**src/rtl/frame_former_pkg.sv**
```systemverilog
// rtl/frame_former_pkg.sv - shared constants, state codes and CRC-16/CCITT helper for frame_former
package frame_former_pkg;

  typedef logic [2:0] state_t;

  // FSM state codes; each state names the next byte to be loaded into the output register
  localparam state_t IDLE    = 3'd0;
  localparam state_t SYNC    = 3'd1;
  localparam state_t HDR     = 3'd2;
  localparam state_t PAYLOAD = 3'd3;
  localparam state_t CRC_HI  = 3'd4;
  localparam state_t CRC_LO  = 3'd5;
  localparam state_t GAP     = 3'd6;

  localparam logic [31:0] DEFAULT_SYNC_WORD = 32'h1ACFFC1D;
  localparam logic [15:0] CRC_POLY          = 16'h1021;

  // One byte of CRC-16/CCITT, MSB first, no reflection
  function automatic logic [15:0] crc16_byte(input logic [15:0] crc, input logic [7:0] data_byte);
    logic [15:0] c;
    c = crc;
    for (int i = 7; i >= 0; i--) begin
      if (c[15] ^ data_byte[i]) c = {c[14:0], 1'b0} ^ CRC_POLY;
      else                      c = {c[14:0], 1'b0};
    end
    return c;
  endfunction

endpackage

```
**src/rtl/frame_former_if.sv**
```systemverilog
// rtl/frame_former_if.sv - payload input and modulator output handshake bundle for frame_former
interface frame_former_if;
  logic       i_start;
  logic [7:0] i_length;
  logic [7:0] i_data;
  logic       i_valid;
  logic       o_ready;
  logic [7:0] o_data;
  logic       o_valid;
  logic       i_ready;
  logic       o_busy;
  logic       o_frame_done;

  // frame_former side
  modport master (
    input  i_start, i_length, i_data, i_valid, i_ready,
    output o_ready, o_data, o_valid, o_busy, o_frame_done
  );

  // payload source / modulator side
  modport slave (
    output i_start, i_length, i_data, i_valid, i_ready,
    input  o_ready, o_data, o_valid, o_busy, o_frame_done
  );
endinterface

```
**src/rtl/frame_crc16.sv**
```systemverilog
// rtl/frame_crc16.sv - registered CRC-16/CCITT accumulator with init and enable
module frame_crc16
  import frame_former_pkg::*;
#(
  parameter logic [15:0] CRC_INIT = 16'hFFFF
) (
  input  logic        i_clk,
  input  logic        i_reset,
  input  logic        i_init,
  input  logic        i_en,
  input  logic [7:0]  i_data,
  output logic [15:0] o_crc
);

  logic [15:0] crc_q;

  // Reload at frame start, otherwise fold in each accepted payload byte
  always_ff @(posedge i_clk) begin
    if (i_reset)     crc_q <= CRC_INIT;
    else if (i_init) crc_q <= CRC_INIT;
    else if (i_en)   crc_q <= crc16_byte(crc_q, i_data);
  end

  assign o_crc = crc_q;

endmodule

```
**src/rtl/frame_former.sv**
```systemverilog
// rtl/frame_former.sv - builds sync/length/payload/CRC frames for the QPSK modulator byte stream
module frame_former
  import frame_former_pkg::*;
#(
  parameter int          SIZE_DATA_BIT = 8,
  parameter logic [31:0] SYNC_WORD     = DEFAULT_SYNC_WORD,
  parameter logic [15:0] CRC_INIT      = 16'hFFFF,
  parameter int          GAP_BYTES     = 2
) (
  input logic           i_clk,
  input logic           i_reset,
  frame_former_if.master bus
);

  // The byte path and interface are fixed at 8 bits
  if (SIZE_DATA_BIT != 8) begin : g_bad_width
    $error("frame_former supports SIZE_DATA_BIT = 8 only");
  end

  localparam logic [3:0] GAP_LAST = 4'(GAP_BYTES - 1);

  state_t      state;
  logic [7:0]  length_q;
  logic [7:0]  cnt;
  logic [3:0]  gap_cnt;
  logic        lo_pending;
  logic [7:0]  data_q;
  logic        valid_q;
  logic [7:0]  sync_byte;
  logic [15:0] crc;
  logic        load_ok;
  logic        accept;
  logic        out_hs;
  logic        crc_init;

  // The output register may take a new byte when empty or when its byte leaves this cycle
  assign load_ok  = !valid_q || bus.i_ready;
  assign out_hs   = valid_q && bus.i_ready;
  assign accept   = bus.i_valid && bus.o_ready;
  assign crc_init = (state == IDLE) && bus.i_start;

  assign bus.o_ready      = (state == PAYLOAD) && load_ok;
  assign bus.o_data       = data_q;
  assign bus.o_valid      = valid_q;
  assign bus.o_busy       = (state != IDLE);
  assign bus.o_frame_done = (state == CRC_LO) && lo_pending && out_hs;

  // Sync word bytes after the first, MSB byte first
  always_comb begin
    sync_byte = SYNC_WORD[31:24];
    case (cnt[1:0])
      2'd1:    sync_byte = SYNC_WORD[23:16];
      2'd2:    sync_byte = SYNC_WORD[15:8];
      2'd3:    sync_byte = SYNC_WORD[7:0];
      default: sync_byte = SYNC_WORD[31:24];
    endcase
  end

  frame_crc16 #(
    .CRC_INIT (CRC_INIT)
  ) u_crc (
    .i_clk   (i_clk),
    .i_reset (i_reset),
    .i_init  (crc_init),
    .i_en    (accept),
    .i_data  (bus.i_data),
    .o_crc   (crc)
  );

  // Frame sequencer and output register; a load always overrides the handshake clear
  always_ff @(posedge i_clk) begin
    if (i_reset) begin
      state      <= IDLE;
      length_q   <= 8'd0;
      cnt        <= 8'd0;
      gap_cnt    <= 4'd0;
      lo_pending <= 1'b0;
      data_q     <= 8'd0;
      valid_q    <= 1'b0;
    end else begin
      if (out_hs) valid_q <= 1'b0;
      case (state)
        IDLE: begin
          if (bus.i_start) begin
            length_q <= bus.i_length;
            data_q   <= SYNC_WORD[31:24];
            valid_q  <= 1'b1;
            cnt      <= 8'd1;
            state    <= SYNC;
          end
        end
        SYNC: begin
          if (load_ok) begin
            data_q  <= sync_byte;
            valid_q <= 1'b1;
            if (cnt == 8'd3) begin
              cnt   <= 8'd0;
              state <= HDR;
            end else begin
              cnt <= cnt + 8'd1;
            end
          end
        end
        HDR: begin
          if (load_ok) begin
            data_q  <= length_q;
            valid_q <= 1'b1;
            state   <= (length_q != 8'd0) ? PAYLOAD : CRC_HI;
          end
        end
        PAYLOAD: begin
          if (accept) begin
            data_q  <= bus.i_data;
            valid_q <= 1'b1;
            if (cnt == length_q - 8'd1) begin
              cnt   <= 8'd0;
              state <= CRC_HI;
            end else begin
              cnt <= cnt + 8'd1;
            end
          end
        end
        CRC_HI: begin
          if (load_ok) begin
            data_q  <= crc[15:8];
            valid_q <= 1'b1;
            state   <= CRC_LO;
          end
        end
        CRC_LO: begin
          // Load the low byte once, then hold here until it has actually left
          if (!lo_pending) begin
            if (load_ok) begin
              data_q     <= crc[7:0];
              valid_q    <= 1'b1;
              lo_pending <= 1'b1;
            end
          end else if (out_hs) begin
            lo_pending <= 1'b0;
            gap_cnt    <= 4'd0;
            state      <= (GAP_BYTES == 0) ? IDLE : GAP;
          end
        end
        GAP: begin
          if (gap_cnt == GAP_LAST) begin
            gap_cnt <= 4'd0;
            state   <= IDLE;
          end else begin
            gap_cnt <= gap_cnt + 4'd1;
          end
        end
        default: state <= IDLE;
      endcase
    end
  end

endmodule
```
**src/flat_wrapper.sv**
```systemverilog
// flat-port wrapper written by rule: the top's interface ports become plain ports
module frame_former_flat import frame_former_pkg::*;
#(
  parameter int          SIZE_DATA_BIT = 8,
  parameter logic [31:0] SYNC_WORD     = DEFAULT_SYNC_WORD,
  parameter logic [15:0] CRC_INIT      = 16'hFFFF,
  parameter int          GAP_BYTES     = 2
)
  (i_clk, i_reset, bus_i_start, bus_i_length, bus_i_data, bus_i_valid, bus_i_ready, bus_o_ready, bus_o_data, bus_o_valid, bus_o_busy, bus_o_frame_done);
  frame_former_if bus_i ();
  input logic i_clk;
  input logic i_reset;
  input wire logic [$bits(bus_i.i_start)-1:0] bus_i_start;
  input wire logic [$bits(bus_i.i_length)-1:0] bus_i_length;
  input wire logic [$bits(bus_i.i_data)-1:0] bus_i_data;
  input wire logic [$bits(bus_i.i_valid)-1:0] bus_i_valid;
  input wire logic [$bits(bus_i.i_ready)-1:0] bus_i_ready;
  output wire logic [$bits(bus_i.o_ready)-1:0] bus_o_ready;
  output wire logic [$bits(bus_i.o_data)-1:0] bus_o_data;
  output wire logic [$bits(bus_i.o_valid)-1:0] bus_o_valid;
  output wire logic [$bits(bus_i.o_busy)-1:0] bus_o_busy;
  output wire logic [$bits(bus_i.o_frame_done)-1:0] bus_o_frame_done;
  assign bus_i.i_start = bus_i_start;
  assign bus_i.i_length = bus_i_length;
  assign bus_i.i_data = bus_i_data;
  assign bus_i.i_valid = bus_i_valid;
  assign bus_i.i_ready = bus_i_ready;
  assign bus_o_ready = bus_i.o_ready;
  assign bus_o_data = bus_i.o_data;
  assign bus_o_valid = bus_i.o_valid;
  assign bus_o_busy = bus_i.o_busy;
  assign bus_o_frame_done = bus_i.o_frame_done;
  frame_former #(.SIZE_DATA_BIT(SIZE_DATA_BIT), .SYNC_WORD(SYNC_WORD), .CRC_INIT(CRC_INIT), .GAP_BYTES(GAP_BYTES)) u_core (.i_clk(i_clk), .i_reset(i_reset), .bus(bus_i));
endmodule
```
**config.mk**
```make
export PLATFORM = sky130hd
export DESIGN_NAME = frame_former_flat
export DESIGN_NICKNAME = d
export VERILOG_FILES = /design/src/rtl/frame_former_pkg.sv /design/src/rtl/frame_former_if.sv /design/src/rtl/frame_crc16.sv /design/src/rtl/frame_former.sv /design/src/flat_wrapper.sv
export SDC_FILE = /design/constraint.sdc
export NUM_CORES = 1
export LEC_CHECK = 0
export BUFFER_PORTS_ARGS = -buffer_cell sky130_fd_sc_hd__buf_4
export CAP_MARGIN = 20
export CELL_PAD_IN_SITES_DETAIL_PLACEMENT = 1
export CELL_PAD_IN_SITES_GLOBAL_PLACEMENT = 1
export CORE_MARGIN = 2
export CORE_UTILIZATION = 38
export DETAILED_ROUTE_END_ITERATION = 12
export HOLD_SLACK_MARGIN = 0.12
export PLACE_DENSITY = 0.82
export SLEW_MARGIN = 15
export SYNTH_ARGS = -nofsm -noshare
export SYNTH_HDL_FRONTEND = slang
export SYNTH_SLANG_ARGS = --single-unit
```
**constraint.sdc**
```tcl
create_clock -name i_clk -period 2.9 [get_ports i_clk]
set_input_delay 0.145 -clock i_clk [delete_from_list [all_inputs] [get_ports i_clk]]
set_output_delay 0.145 -clock i_clk [all_outputs]
set_load 0.01 [all_outputs]
```
==> metrics.md, run 1 <==
| Metric | Value |
|---|---|
| CP Max Fanout | `9` |
| Worst Skew | `0.00479 ns` |
| Critical Path AT | `2.83 ns` |
| Die area | `8600 um^2` |
| First-pass GRT wire length | `13.9 mm` |
| H-Tree Depth | `2` |
| Row Count | `32` |
| Sw frac | `32.6%` |
| Total GRT Usage | `20.2%` |
| Setup crit start kind | `flop` |
| Clk buf depth | `2` |
| Synth area leader | `dfxtp_1` |
| Clock period minus worst slack | `2.58 ns` |
| Mean Syn Cell Area | `7.96 um^2` |
| Synth top cells by count | `nand2_1, dfxtp_1, nor2_1, a21oi_1, xnor2_1` |
| Reg2reg start | `u_core.length_q[0]` |
| Worst Path Required | `3.15 ns` |
| Flop pwr share | `47.2%` |
| DRC viols | `0` |
| Antenna Nets Post-Route | `0` |
| R2R depth | `9` |
| Slew headroom | `57.5%` |
| Post-synth top area share | `32.8%` |
| Clock latency on the worst-skew pair | `0.31 ns` |
| Vias | `2,758` |
| YS warnings | `0` |
| CTS Buf Count | `5` |
| Share of cells above drive strength 1 | `14.4%` |
| Drt first pass iters | `4` |
| ANT cells | `0` |
| Core ar. | `7690 um^2` |
| Cell Pwr Density | `453 nW/um^2` |
| Area delta synth->final | `17.0%` |
| Minimum hold slack | `0.209 ns` |
| Post-Syn Area | `2990 um^2` |
| CTS tree | `done` |
| Initial antenna violation count | `0` |
| Gr ovfl total | `0` |
| Worst setup margin | `0.316 ns` |
| # clock sinks | `49` |
| Buffers added on ports | `32` |
| Total wire length | `8.19 mm` |
| Final Cycle Share | `89.1%` |
| Top_reg_cell synth | `dfxtp_1` |
| Worst r2r dst | `u_core.cnt[3]` |
| Cell count after synthesis | `376` |
| Post-synth cell types | `50` |
| Dpl ws | `0.351 ns` |
| Top cells by area, synth | `dfxtp_1, nand2_1, xnor2_1, a21oi_1, mux2i_1` |
| Status | `completed` |
| Total I/O pin count | `33` |
| Most common cell in the netlist | `nand2_1` |
| Final Setup Violations | `0` |
| Wire per inst | `16.0 um` |
| Vias/cell | `5.39` |
| Setup Buffers After CTS | `0` |
| Final Max Tran Viols | `0` |
| Vert. Die Dim | `92.7 um` |
| Setup TNS Final | `0 ns` |
| Final hold viol count | `0` |
| Peak VDD IR | `0.222 mV` |
| Worst Hold Class | `in2reg` |
| Initial Util | `38.9%` |
| Psw | `0.517 mW` |
| Placement Cell Area | `3330 um^2` |
| Detailed Place HPWL | `6.16 mm` |
| Gpl congestion | `0.879` |
| HP Start | `i_reset` |
| Fin area | `3500 um^2` |
| Worst-Margin Slew | `0.636 ns` |
| Hold depth | `2` |
| RSZ-0062 raised after global routing | `no` |
| Reg-to-reg setup timing slack | `0.32 ns` |
| Comb power frac | `27.2%` |
| Synthesized flop and latch total | `49` |
| Layout Nets | `438` |
| Post-synth EDFFs | `0` |
| Clk slew on worst S/H paths | `0.09 ns` |
| Hold path endpoint | `u_core.bus.o_data[3]` |
| DIE WIDTH | `92.7 um` |
| Root Buffer | `clkbuf_8` |
| WS Path Type | `reg2reg` |
| Max Cap Viol | `0` |
| FMAX | `387 MHz` |
| Leak pwr | `1.47 nW` |
| Part of the power in the clock network | `25.6%` |
| Number of global-route vias before repair | `2,768` |
| Internal power | `1.07 mW` |
| Pin count of the biggest net entering global routing | `28` |
| Seq/Total Area, Yosys | `32.8%` |
| Syn Nets | `405` |
| DRT iter0 DRCs | `123` |
| FFs w/ async S/R, synth | `0%` |
| Setup crit end kind | `flop` |
## state kept, by name (all words and copies together) (netlist names)
register / count
u_core.bus.o_valid: 1
u_core.cnt: 8
u_core.length_q: 8
u_core.u_crc.o_crc: 16
u_core.bus.o_data: 8
u_core.state: 3
u_core.lo_pending: 1
u_core.gap_cnt: 4
## kinds of logic after synthesis
family                     Yosys count  share of synthesized area, %
muxes                               16                          5.40
and+or+nand+nor                    141                          22.0
xor gates and xnor gates            37                          10.8
DFF                                 49                          32.8
adders and majority gates            8                          3.35
AOI/OAI and AO/OA                   89                          21.0
buffers and inverters               36                          4.56
## layer usage
metal / vias to the layer above / part of all wire [%] / global-route usage (%)
met5: - / 0 / 0
met4: 0 / 1.1 / 5.02
met3: 6 / 3.6 / 3.17
met2: 46 / 46 / 33.5
met1: 1330 / 49 / 27.4
li1: 1376 / - / -
## worst max path at each step
| stage | startpoint | end | slack (ns) |
|---|---|---|---|
| after CTS | u_core.length_q[0] | u_core.cnt[5] | 0.31 |
| after global routing | u_core.length_q[0] | u_core.cnt[5] | 0.07 |
| final | u_core.length_q[0] | u_core.cnt[3] | 0.32 |
| after detailed placement | u_core.length_q[0] | u_core.cnt[3] | 0.35 |
| after floorplan | u_core.length_q[0] | u_core.cnt[3] | 0.57 |
| after global placement | u_core.length_q[0] | u_core.cnt[3] | 0.45 |
## stage by stage
stage	total power [mW]	util, %	cells
after floorplan	1.05	-	376
after global placement	1.17	43.3	495
after detailed placement	1.18	43.3	495
after CTS	1.59	45.4	511
after global routing	1.68	45.5	512
final	1.58	45.5	512
## layout make-up
type                    count  area, um^2
clock buffers               7        76.3
clock inverters             1        7.51
flip-flops and latches     49         981
inverters                  14        52.6
repair buffers             48         380
fillers                   974        4190
multi-input cells         291        1870
well taps                 102         128
## placed cells by master, fill, tap and decap left out, types with 3 or more instances in the layout
cell type and instances:
inv_1 14, o21ai_0 7, mux2i_1 15, nor3_1 10, clkbuf_8 5, buf_4 40
o211ai_1 11, nor2_1 37, a22o_1 3, nor2b_1 8, xor2_1 14, dfxtp_1 49
ha_1 8, dlygate4sd3_1 8, nand2_1 55, a211oi_1 6, nand3_1 10, nand4_1 3
a21oi_1 30, a221oi_1 7, xnor2_1 23, a21o_1 4, a22oi_1 4, nand2b_1 4
## critical path: stages (launching register included)
cell	delay, ns
dfxtp_1	0.39
inv_1	0.08
ha_1	0.23
or3b_2	0.53
xor2_1	0.16
a21oi_1	0.26
nor4b_4	0.10
a311oi_4	0.48
a21o_1	0.18
a22o_1	0.12
## power by group through the flow
stage / Sequential, mW / Clock [mW] / Combinational, mW
after floorplan: 0.749 / 0 / 0.298
after global placement: 0.761 / 0 / 0.404
after detailed placement: 0.764 / 0 / 0.415
after CTS: 0.748 / 0.419 / 0.426
after global routing: 0.755 / 0.449 / 0.476
final: 0.748 / 0.406 / 0.430
## timing repair
action / 4_1_cts / 5_1_grt
hold buffers: 8 / 0
gates resized for setup: 0 / 0
endpoints found under the hold margin: 8 / 0
setup endpoints to repair: 0 / 0
(Power assumes the default switching activity.)
==> inputs of run 2 (changes only) <==
--- a/config.mk
+++ b/config.mk
@@ -13,7 +13,7 @@
 export CORE_UTILIZATION = 38
 export DETAILED_ROUTE_END_ITERATION = 12
 export HOLD_SLACK_MARGIN = 0.12
-export PLACE_DENSITY = 0.82
+export PLACE_DENSITY = 0.8
 export SLEW_MARGIN = 15
 export SYNTH_ARGS = -nofsm -noshare
 export SYNTH_HDL_FRONTEND = slang
==> constraint.sdc (replaced) <==
create_clock -name i_clk -period 2.86 [get_ports i_clk]
set_input_delay 0.143 -clock i_clk [delete_from_list [all_inputs] [get_ports i_clk]]
set_output_delay 0.143 -clock i_clk [all_outputs]
set_load 0.01 [all_outputs]
==> run 2 against run 1 <==
Total power grew 3.9%. Non-clock buffer count increased by 1. First-iteration DRC count rose by 8.9%. Register-to-register slack got worse by 0.11 ns. Maximum frequency is 2.8% lower. Final cell count rose by 0.20%. Sequential share of layout area fell by 0.16 points. Critical endpoint is now u_core.cnt[6]. Flip-flop and latch count stayed put. Cell area grew 0.57%. Die area did not move.
==> metrics.md, run 2 (same netlist as run 1, synthesis figures left out) <==
| Metric | Value |
|---|---|
| Status | `completed` |
| Commonest cells after routing, fill and taps aside | `nand2_1, dfxtp_1, buf_4` |
| Fin area | `3520 um^2 (+0.57%)` |
| Worst r2r dst | `u_core.cnt[6]` |
| Internal power | `1.11 mW (+3.6%)` |
| Clk slew on worst S/H paths | `0.10 ns (about the same)` |
| HP Start | `i_reset` |
| Core ar. | `7690 um^2 (unchanged)` |
| Vert. Die Dim | `92.7 um (unchanged)` |
| R2R depth | `9 (unchanged)` |
| Leading cell type in the layout, fill and taps excluded | `nand2_1` |
| RSZ-0062 raised after global routing | `no` |
| Total wire length | `8.42 mm (+2.8%)` |
| Number of global-route vias before repair | `2,790 (+0.79%)` |
| Setup crit end kind | `flop` |
| Worst Skew | `0.00965 ns (+0.00486 ns)` |
| Setup crit start kind | `flop` |
| Part of the power in the clock network | `27.1% (+1.5 points)` |
| Sw frac | `32.8% (+0.18 points)` |
| Antenna Nets Post-Route | `0 (unchanged)` |
| Gpl congestion | `0.895 (+1.8%)` |
| DRT iter0 DRCs | `134 (+8.9%)` |
| Root Buffer | `clkbuf_8` |
| Worst Path Required | `3.07 ns (-0.08 ns)` |
| Hold depth | `2 (unchanged)` |
| Final Setup Violations | `0 (unchanged)` |
| Clk buf depth | `2 (unchanged)` |
| Final hold viol count | `0 (unchanged)` |
| Dpl ws | `0.296 ns (-0.0546 ns)` |
| Detailed Place HPWL | `6.29 mm (+2.1%)` |
| # clock sinks | `49 (unchanged)` |
| DRC viols | `0 (unchanged)` |
| Reg-to-reg setup timing slack | `0.20 ns (-0.11 ns)` |
| Placement Cell Area | `3340 um^2 (+0.45%)` |
| Worst setup margin | `0.202 ns (-0.114 ns)` |
| Die area | `8600 um^2 (unchanged)` |
| Final Cycle Share | `92.9% (+3.8 points)` |
| WS Path Type | `reg2reg` |
| Total GRT Usage | `20.3% (+0.15 points)` |
| Row Count | `32 (unchanged)` |
| Drt first pass iters | `4 (unchanged)` |
| Vias/cell | `5.46 (+1.4%)` |
| Setup Buffers After CTS | `0 (unchanged)` |
| Gr ovfl total | `0 (unchanged)` |
| Minimum hold slack | `0.204 ns (-0.00554 ns)` |
| Layout Nets | `439 (+0.23%)` |
| Clock latency on the worst-skew pair | `0.31 ns (about the same)` |
| DIE WIDTH | `92.7 um (unchanged)` |
| Vias | `2,803 (+1.6%)` |
| Area delta synth->final | `17.6%` |
| Slew headroom | `44.2% (-13 points)` |
| Critical Path Max Stage Delay | `0.52 ns (about the same)` |
| FMAX | `376 MHz (-2.8%)` |
| CTS tree | `done` |
| Crit-path slowest cell | `or3b_2` |
| Buffers added on ports | `32 (unchanged)` |
| Setup TNS Final | `0 ns (unchanged)` |
| Leak pwr | `1.49 nW (+1.2%)` |
| First-pass GRT wire length | `14.1 mm (+1.1%)` |
| Cell Pwr Density | `468 nW/um^2 (+3.3%)` |
| ANT cells | `0 (unchanged)` |
| Peak VDD IR | `0.187 mV (-15%)` |
| Flop pwr share | `46.0% (-1.2 points)` |
| Final Max Tran Viols | `0 (unchanged)` |
| Wire per inst | `16.4 um (+2.6%)` |
| Hold path endpoint | `u_core.bus.o_data[5]` |
| Max Cap Viol | `0 (unchanged)` |
| Fillers | `969 (-0.51%)` |
| Critical path, cell by cell | `inv_1, ha_1, or3b_2, xor2_1, a21oi_1, nor4b_4, nand3_1, nor4b_1, a21o_1` |
| Largest delay share family, worst path | `simple AND/OR/NAND/NOR gates` |
| Share of the core filled with cells | `45.8% (+0.26 points)` |
| CP Buf/Inv Count | `1 (unchanged)` |
| CTS Buf Count | `5 (unchanged)` |
| Initial antenna violation count | `0 (unchanged)` |
| Clock period minus worst slack | `2.66 ns (+0.0739 ns)` |
| Pin count of the biggest net entering global routing | `28 (unchanged)` |
| Initial Util | `38.9% (unchanged)` |
| Share of cells above drive strength 1 | `15.1% (+0.69 points)` |
| Comb power frac | `26.9% (-0.3 points)` |
| Max reg flops | `16 (unchanged)` |
| H-Tree Depth | `2 (unchanged)` |
| Hold Buf Count CTS | `8 (unchanged)` |
| Reg2reg start | `u_core.length_q[0]` |
| Psw | `0.540 mW (+4.4%)` |
| Post_cts resized | `0 (unchanged)` |
| Total I/O pin count | `33 (unchanged)` |
| Worst Hold Class | `in2reg` |
| CP Max Fanout | `7 (-2)` |
| Worst-Margin Slew | `0.837 ns (+0.201 ns)` |
| Critical Path AT | `2.87 ns (+0.04 ns)` |
## run 2: final cells by class
cell class,instances,area [um^2],share of cell area (%)
clock buffer,6,82.6,2.35
clock inverter,2,13.8,0.391
inverter,14,52.6,1.49
multi-input combinational,291,1870,53.3
sequential,49,981,27.9
tap,102,128,3.63
timing repair buffer,49,388,11.0
## run 2: worst register-to-register path, stage by stage (launching register included)
cell     delay (ns)
dfxtp_1        0.39
inv_1          0.09
ha_1           0.22
or3b_2         0.52
xor2_1         0.18
a21oi_1        0.12
nor4b_4        0.39
nand3_1        0.26
nor4b_1        0.23
a21o_1         0.16
## run 2: power by group through the flow
| stage | clock (mW) | combinational [mW] | sequential (mW) |
|---|---|---|---|
| final | 0.445 | 0.443 | 0.757 |
| after global routing | 0.490 | 0.488 | 0.763 |
| after CTS | 0.458 | 0.442 | 0.756 |
| after detailed placement | 0 | 0.429 | 0.772 |
| after global placement | 0 | 0.416 | 0.769 |
| after floorplan | 0 | 0.302 | 0.759 |
## run 2: through the flow
stage	power (mW)	std cells
global route	1.74	513
floorplan	1.06	376
global placement	1.19	497
finish	1.65	513
CTS	1.66	513
detailed placement	1.20	497
## run 2: how the worst max path moves through the flow
stage                            start             to  cells past startpoint
finish              u_core.length_q[0]  u_core.cnt[6]                      9
CTS                 u_core.length_q[0]  u_core.cnt[6]                      9
detailed placement  u_core.length_q[0]  u_core.cnt[6]                      9
global route        u_core.length_q[0]  u_core.cnt[6]                      9
global placement    u_core.length_q[0]  u_core.cnt[3]                      9
floorplan           u_core.length_q[0]  u_core.cnt[3]                      9
## run 2: layer usage
layer | GRT usage [%] | wire, um | vias up
met4 | 5.39 | 104 | 0
met1 | 27.3 | 4000 | 1349
met3 | 2.93 | 332 | 9
met5 | 0 | 0 | -
li1 | - | - | 1388
met2 | 34.1 | 3990 | 57
